[src/rtl/id_ex_stage.sv]
// rtl/id_ex_stage.sv - ID/EX pipeline register with operand forwarding and load-use bubble insertion
//
// Purpose:
//   Captures one decoded instruction per cycle into the execute stage. Source
//   operands are forwarded from EX/MEM (highest priority) or MEM/WB, falling
//   back to register-file data. A load sitting in this stage whose destination
//   is read by the instruction in decode raises load_use_hazard; the stage
//   then loads a bubble and counts it.
//
// Ports:
//   clock, reset_n             clock and asynchronous active-low reset
//   stall, flush               hold current contents / discard and load bubble
//   in_valid, in_*_addr        decode slot valid and register numbers (6 bit)
//   in_ctrl                    decoded control: bit0 load, bit1 reg-write
//   rs_data, rt_data           register-file read data for in_rs/in_rt
//   exmem_*, memwb_*           forwarding sources (write enable, rd, data)
//   out_valid, out_*_addr      registered instruction valid and addresses
//   out_ctrl, out_a, out_b     registered control and forwarded operands
//   load_use_hazard            combinational; upstream holds decode while high
//   bubble_count               saturating count of hazard bubbles
module id_ex_stage (
  input  logic        clock,
  input  logic        reset_n,
  input  logic        stall,
  input  logic        flush,
  input  logic        in_valid,
  input  logic [5:0]  in_rs_addr,
  input  logic [5:0]  in_rt_addr,
  input  logic [5:0]  in_rd_addr,
  input  logic [7:0]  in_ctrl,
  input  logic [31:0] rs_data,
  input  logic [31:0] rt_data,
  input  logic        exmem_write,
  input  logic [5:0]  exmem_rd_addr,
  input  logic [31:0] exmem_data,
  input  logic        memwb_write,
  input  logic [5:0]  memwb_rd_addr,
  input  logic [31:0] memwb_data,
  output logic        out_valid,
  output logic [5:0]  out_rs_addr,
  output logic [5:0]  out_rt_addr,
  output logic [5:0]  out_rd_addr,
  output logic [7:0]  out_ctrl,
  output logic [31:0] out_a,
  output logic [31:0] out_b,
  output logic        load_use_hazard,
  output logic [15:0] bubble_count
);

  logic [31:0] fwd_a;
  logic [31:0] fwd_b;
  logic [15:0] bubble_cnt_q;

  // Register 0 is hard-wired, so a pending write to it must never be forwarded.
  always_comb begin
    fwd_a = rs_data;
    if (in_rs_addr != 6'd0 && exmem_write && exmem_rd_addr == in_rs_addr)
      fwd_a = exmem_data;
    else if (in_rs_addr != 6'd0 && memwb_write && memwb_rd_addr == in_rs_addr)
      fwd_a = memwb_data;
  end

  always_comb begin
    fwd_b = rt_data;
    if (in_rt_addr != 6'd0 && exmem_write && exmem_rd_addr == in_rt_addr)
      fwd_b = exmem_data;
    else if (in_rt_addr != 6'd0 && memwb_write && memwb_rd_addr == in_rt_addr)
      fwd_b = memwb_data;
  end

  // Load data is not available until after EX, so a dependent instruction in
  // decode must wait one cycle behind a bubble.
  always_comb begin
    load_use_hazard = out_valid && out_ctrl[0] && in_valid && (out_rd_addr != 6'd0) &&
                      ((out_rd_addr == in_rs_addr) || (out_rd_addr == in_rt_addr));
  end

  always_ff @(posedge clock or negedge reset_n) begin
    if (!reset_n) begin
      out_valid    <= 1'b0;
      out_rs_addr  <= 6'd0;
      out_rt_addr  <= 6'd0;
      out_rd_addr  <= 6'd0;
      out_ctrl     <= 8'd0;
      out_a        <= 32'd0;
      out_b        <= 32'd0;
      bubble_cnt_q <= 16'd0;
    end else if (flush) begin
      out_valid   <= 1'b0;
      out_rs_addr <= 6'd0;
      out_rt_addr <= 6'd0;
      out_rd_addr <= 6'd0;
      out_ctrl    <= 8'd0;
      out_a       <= 32'd0;
      out_b       <= 32'd0;
    end else if (stall) begin
      // hold everything, including the bubble counter
    end else if (load_use_hazard) begin
      out_valid   <= 1'b0;
      out_rs_addr <= 6'd0;
      out_rt_addr <= 6'd0;
      out_rd_addr <= 6'd0;
      out_ctrl    <= 8'd0;
      out_a       <= 32'd0;
      out_b       <= 32'd0;
      if (bubble_cnt_q != 16'hFFFF)
        bubble_cnt_q <= bubble_cnt_q + 16'd1;
    end else begin
      out_valid   <= in_valid;
      out_rs_addr <= in_rs_addr;
      out_rt_addr <= in_rt_addr;
      out_rd_addr <= in_rd_addr;
      // An empty slot must never carry load or reg-write downstream.
      out_ctrl    <= in_valid ? in_ctrl : 8'd0;
      out_a       <= fwd_a;
      out_b       <= fwd_b;
    end
  end

  assign bubble_count = bubble_cnt_q;

endmodule

[config.mk]
export PLATFORM = sky130hd
export DESIGN_NAME = id_ex_stage
export DESIGN_NICKNAME = d
export VERILOG_FILES = /design/src/rtl/id_ex_stage.sv
export SDC_FILE = /design/constraint.sdc
export NUM_CORES = 1
export LEC_CHECK = 0
export CAP_MARGIN = 40
export CORE_ASPECT_RATIO = 1.75
export CORE_MARGIN = 10
export CORE_UTILIZATION = 45
export DETAILED_ROUTE_END_ITERATION = 10
export GPL_TIMING_DRIVEN = 0
export PLACE_DENSITY = 0.88
export SLEW_MARGIN = 15
export SYNTH_ARGS = -nofsm -noshare
export SYNTH_HDL_FRONTEND = slang
export SYNTH_SLANG_ARGS = --single-unit
export TNS_END_PERCENT = 5
[constraint.sdc]
create_clock -name clock -period 2.8 [get_ports clock]
set_input_delay 0.7 -clock clock [delete_from_list [all_inputs] [get_ports clock]]
set_output_delay 0.7 -clock clock [all_outputs]
set_load 0.1 [all_outputs]
# Word level (Yosys, flattened, before mapping)
# Index checks and enable logic that the tools add are counted.
[classes] n_addsub=1 n_div=0 muxes=26 magnitude_cmp=0 n_eq_ne=8 bitwise_logic=2 mul=0 n_shift=0 reduce_logical=17
[op_table] cell="$mux 32" count=10
[op_table] cell="$mux 6" count=9
[op_table] cell="$eq 6x6->1" count=6
[op_table] cell="$mux 8" count=4
[op_table] cell="$reduce_bool 6->1" count=3
[op_table] cell="$add 16x1->16 const B" count=1
[op_table] cell="$ne 16x16->1 const B" count=1
[op_table] cell="$logic_and 1x1->1" count=12
[op_table] cell="$reduce_and 4->1" count=1
[op_table] cell="$mux 1" count=3
[op_table] cell="$ne 2x1->1 const B" count=1
[op_table] cell="$not 1->1" count=2
[op_table] cell="$logic_or 1x1->1" count=1
[word_totals] inputBits=173 mem_bits_rw=0 ff_bits=107 mem_count=0 rom_bits=0 latchBits=0

# Longest topological paths before layout
[depth] depth_word=8 depth_mapped=9 ltp_nobuf=6

# Least setup slack after synthesis
# Ideal clock, no wire load.
[synth_timing] path_type="reg2out" from="register out_rd_addr[1]" to="output load_use_hazard" path_buffers=0 path_slack_ps=-213 arrival_ps=2313 path_stages_with_launch=5 required_time_ps=2100 cell_sequence="dfrtp_1 > xnor2_1 > nand4_1 > o22ai_1 > and2_1"
[synth_between] elab_chain_len=3 elab_cells_between_ends=6
[synth_rtl] item="from (decl)" line_no="42" rtl="output logic [5:0] out_rd_addr,"
[synth_rtl] item="from (signal assigned)" line_no="112" rtl="out_rd_addr <= in_rd_addr;"
[synth_rtl] item="$eq 6x6->1 or $reduce_bool 6->1 (tied branches)" line_no="75, 74"
[synth_rtl] item="$logic_or 1x1->1 or $logic_and 1x1->1 (tied branches)" line_no="75, 74"
[synth_rtl] item="$logic_and 1x1->1 *" line_no="74" rtl="load_use_hazard = out_valid && out_ctrl[0] && in_valid && (out_rd_addr != 6'd0) &&"
[synth_rtl] item="to (decl)" line_no="46" rtl="output logic load_use_hazard,"
# Every way passes the cells marked *; elsewhere a longest branch is shown, timed or not.

# Worst setup path in the final report
[layout_timing] from="input exmem_rd_addr[2]" to="register out_b[5]"
[layout_between] elab_chain_len=6
[layout_rtl] item="from (decl)" line_no="34" rtl="input logic [5:0] exmem_rd_addr,"
[layout_rtl] item="$eq 6x6->1" line_no="65" rtl="if (in_rt_addr != 6'd0 && exmem_write && exmem_rd_addr == in_rt_addr)"
[layout_rtl] item="$logic_and 1x1->1" line_no="65"
[layout_rtl] item="$mux 32" line_no="65"
[layout_rtl] item="$mux 32" line_no="98" rtl="end else if (load_use_hazard) begin"
[layout_rtl] item="$mux 32" line_no="96" rtl="end else if (stall) begin"
[layout_rtl] item="$mux 32" line_no="88" rtl="end else if (flush) begin"
[layout_rtl] item="to (signal assigned)" line_no="116" rtl="out_b <= fwd_b;"
[layout_rtl] item="to (decl)" line_no="45" rtl="output logic [31:0] out_b,"
# No other way between the ends. The select of a mux whose other input is x is not followed.
# A chain may end at the register's enable or synchronous reset.

==> impl_metrics.tcl <==
set metrics [dict create \
    slew_violations 0 \
    regToRegStartpoint "out_rd_addr[1]$_DFFE_PN0P_" \
    synth-async-reset-ratio_pct 100 \
    cp-start-kind "input pin" \
    setup_viol 1 \
    finalHoldViolations 0 \
    path_max_fanout 10 \
    track_usage_pct 33.1 \
    cts_max_level 3 \
    slew_headroom_pct 52.4 \
    pre_cts_ws_ns -0.560 \
    fin_tns_setup_ns -0.0328 \
    cts_buffers 9 \
    antenna_left 0 \
    layout_min_cycle_time_ns 2.83 \
    reg2reg_depth 6 \
    dp_hpwl_mm 25.5 \
    start_util_pct 45.5 \
    syn2layout_area_growth_pct 94.3 \
    fp.dieH_um 174 \
    grt_overflow 0 \
    violations "setup timing" \
    utilization_pct 88.5 \
    via_count 6934 \
    path_class "input pin to register" \
    post_dp_cell_area_sq_um 11500 \
    clock-sinks 107 \
    drc 0 \
    synth_top_flop_cell "dfrtp_1" \
    crit_end "out_b[5]$_DFFE_PN0P_" \
    yosysWarnings 0 \
    ys_top_cells_by_count "nand2_1 (143), dfrtp_1 (107), a32o_1 (72)" \
    fmax_ghz 0.353 \
    totalWireLength_mm 31.9 \
    antenna_found_initial 2 \
    fin_area_sq_um 11800 \
    wl_per_cell_um 27.5 \
    leakagePower_nw 4.86 \
    netlist_instances 595 \
    syn-mean-instance-area_sq_um 10.2 \
    fin_worst_skew_ns 0.00873 \
    drv_cap 0 \
    finalWorstSetupSlack_ns -0.0328 \
    grt_max_degree 60 \
    cts_buffer_depth 2 \
    nets 1156 \
    coreArea_sq_um 13400 \
    synth_top_area_cell "dfrtp_1" \
    portBuffers 267 \
    yosys.area_share.xor_xnor_pct 7.33 \
    via_per_inst 5.96 \
    status "finished with violations" \
    gp_congestion 0.859 \
    yosysMostFrequentCell "nand2_1" \
    required_ns 3.03 \
    insertion_delay_ns 0.35 \
    synth_area_sq_um 6100 \
    hold_class "input pin to asynchronous set/reset pin" \
    synth-seq-cells 107 \
    cts_tree "done" \
    grt_pass1_wl_mm 47.3 \
    drive_above_1_share_pct 17.3 \
    drtPass1Iterations 5 \
    startpoint "exmem_rd_addr[2]" \
    crit_arrival_ns 3.07 \
    die_w_um 108 \
    peakVddDrop_mv 0.381 \
    r2r_slack_ns 0.22 \
    dieArea_sq_um 18800 \
    rows 56 \
    synthTopCellsByArea "dfrtp_1 (44%), a32o_1 (12%), mux2i_1 (11%), nand2_1 (8.8%), xnor2_1 (4.5%)" \
    syn_nets 769 \
    yosys.area.top_type_share_pct 43.9 \
    ios 281 \
    synth_mux_area_share_pct 10.7 \
    synth-compound-area-share_pct 15.9 \
    synth_top_family_by_area "simple AND/OR/NAND/NOR gates" \
    rsz0062_at_grt "yes" \
    root_buffer "clkbuf_16" \
    grt_pass1_vias 7865 \
    synthAdderAreaFrac_pct 0.205 \
    yosysSeqAreaShare_pct 43.9 \
    yosys.area_share.simple_pct 16.5 \
    min_period_over_period_pct 101 \
    worstMarginPinSlew_ns 0.714 \
    pwr_density_cell_nw_per_um2 424 \
    synth-edff-count 0 \
    r2r-end "out_b[27]$_DFFE_PN0P_" \
    endpoint_kind "register" \
    first_iter_violations 449 \
    yosysUniqueCellTypes 36 \
    cts.clk_slew.worst_paths_ns 0.08 \
]
## worst min path at each step
stage	end	slack [ns]	cells after the start
after global placement	out_a[3]$_DFFE_PN0P_	0.47	1
after CTS	out_rt_addr[4]$_DFFE_PN0P_	0.30	1
final	out_rt_addr[4]$_DFFE_PN0P_	0.29	1
after floorplan	bubble_count[0]$_DFFE_PN0P_	0.40	0
after global routing	out_rt_addr[4]$_DFFE_PN0P_	0.31	1
after detailed placement	out_a[20]$_DFFE_PN0P_	0.48	1
## flip-flops by register name (all words and copies together) (netlist names)
signal        count
bubble_count     16
out_rs_addr       6
out_rt_addr       6
out_a            32
out_b            32
out_ctrl          8
out_rd_addr       6
out_valid         1
## cells by family after synthesis
kind of cell,count (synthesis)
AOI/OAI and AO/OA,98
muxes,65
DFF,107
xor gates and xnor gates,51
and+or+nand+nor,217
buffers and inverters,56
adders and majority gates,1
## through the flow
stage,power [mW],std cells,hold slack (ns)
CTS,5.00,1161,0.303
finish,5.02,1163,0.287
global route,5.14,1163,0.312
detailed placement,3.53,1145,0.481
global placement,3.06,1036,0.472
floorplan,2.53,595,0.404
## power breakdown
part           internal [mW]  switching (mW)
combinational          0.821            1.03
sequential              1.62          0.0613
clock                  0.898           0.592
## repair_timing
action | CTS | global route
endpoints found under the setup margin | 2 | 19
pin swaps | 1 | 0
hold buffers | 0 | 0
resized for setup | 3 | 3
cloned | 0 | 0
buffers inserted | 1 | 0
## final cells by class
type | count | area [sq um]
clock inverter | 5 | 100
timing repair buffer | 376 | 5150
buffer | 55 | 334
inverter | 1 | 3.75
clock buffer | 11 | 243
tap | 174 | 218
multi-input combinational | 432 | 3120
sequential | 107 | 2680
antenna | 2 | 5.00
fill | 579 | 1540
## cells in the final DEF, fill, tap and decap left out, types with 4 or more instances in the layout
| cell type | synthesis | layout |
|---|---|---|
| clkbuf_1 | 18 | 19 |
| buf_8 | 0 | 42 |
| nand4_1 | 8 | 8 |
| nor2b_1 | 33 | 33 |
| mux2i_1 | 64 | 63 |
| nor3_1 | 8 | 8 |
| buf_4 | 7 | 7 |
| a32o_1 | 72 | 72 |
| buf_16 | 0 | 67 |
| xnor2_1 | 31 | 31 |
| a22o_1 | 19 | 19 |
| clkdlybuf4s50_1 | 0 | 265 |
| dfrtp_1 | 107 | 107 |
| buf_6 | 2 | 4 |
| nand2_1 | 143 | 143 |
| nand3_1 | 5 | 5 |
| buf_2 | 21 | 21 |
| clkbuf_16 | 0 | 9 |
| nor2_1 | 8 | 8 |
| xor2_1 | 20 | 20 |
## routing by layer
metal / track usage, % / vias to the layer above / share of wire (%)
met3: 8.11 / 149 / 7.8
li1: - / 2909 / -
met4: 20.6 / 0 / 7.1
met1: 32.5 / 3395 / 31
met2: 59.4 / 481 / 54
met5: 0 / - / 0
## critical path: stages
cell             delay [ns]
clkdlybuf4s50_1        0.54
xnor2_1                0.15
nand4_1                0.17
a2111oi_4              0.47
clkbuf_1               0.52
nand2_1                0.19
a32o_1                 0.32
(Power assumes the default switching activity.)
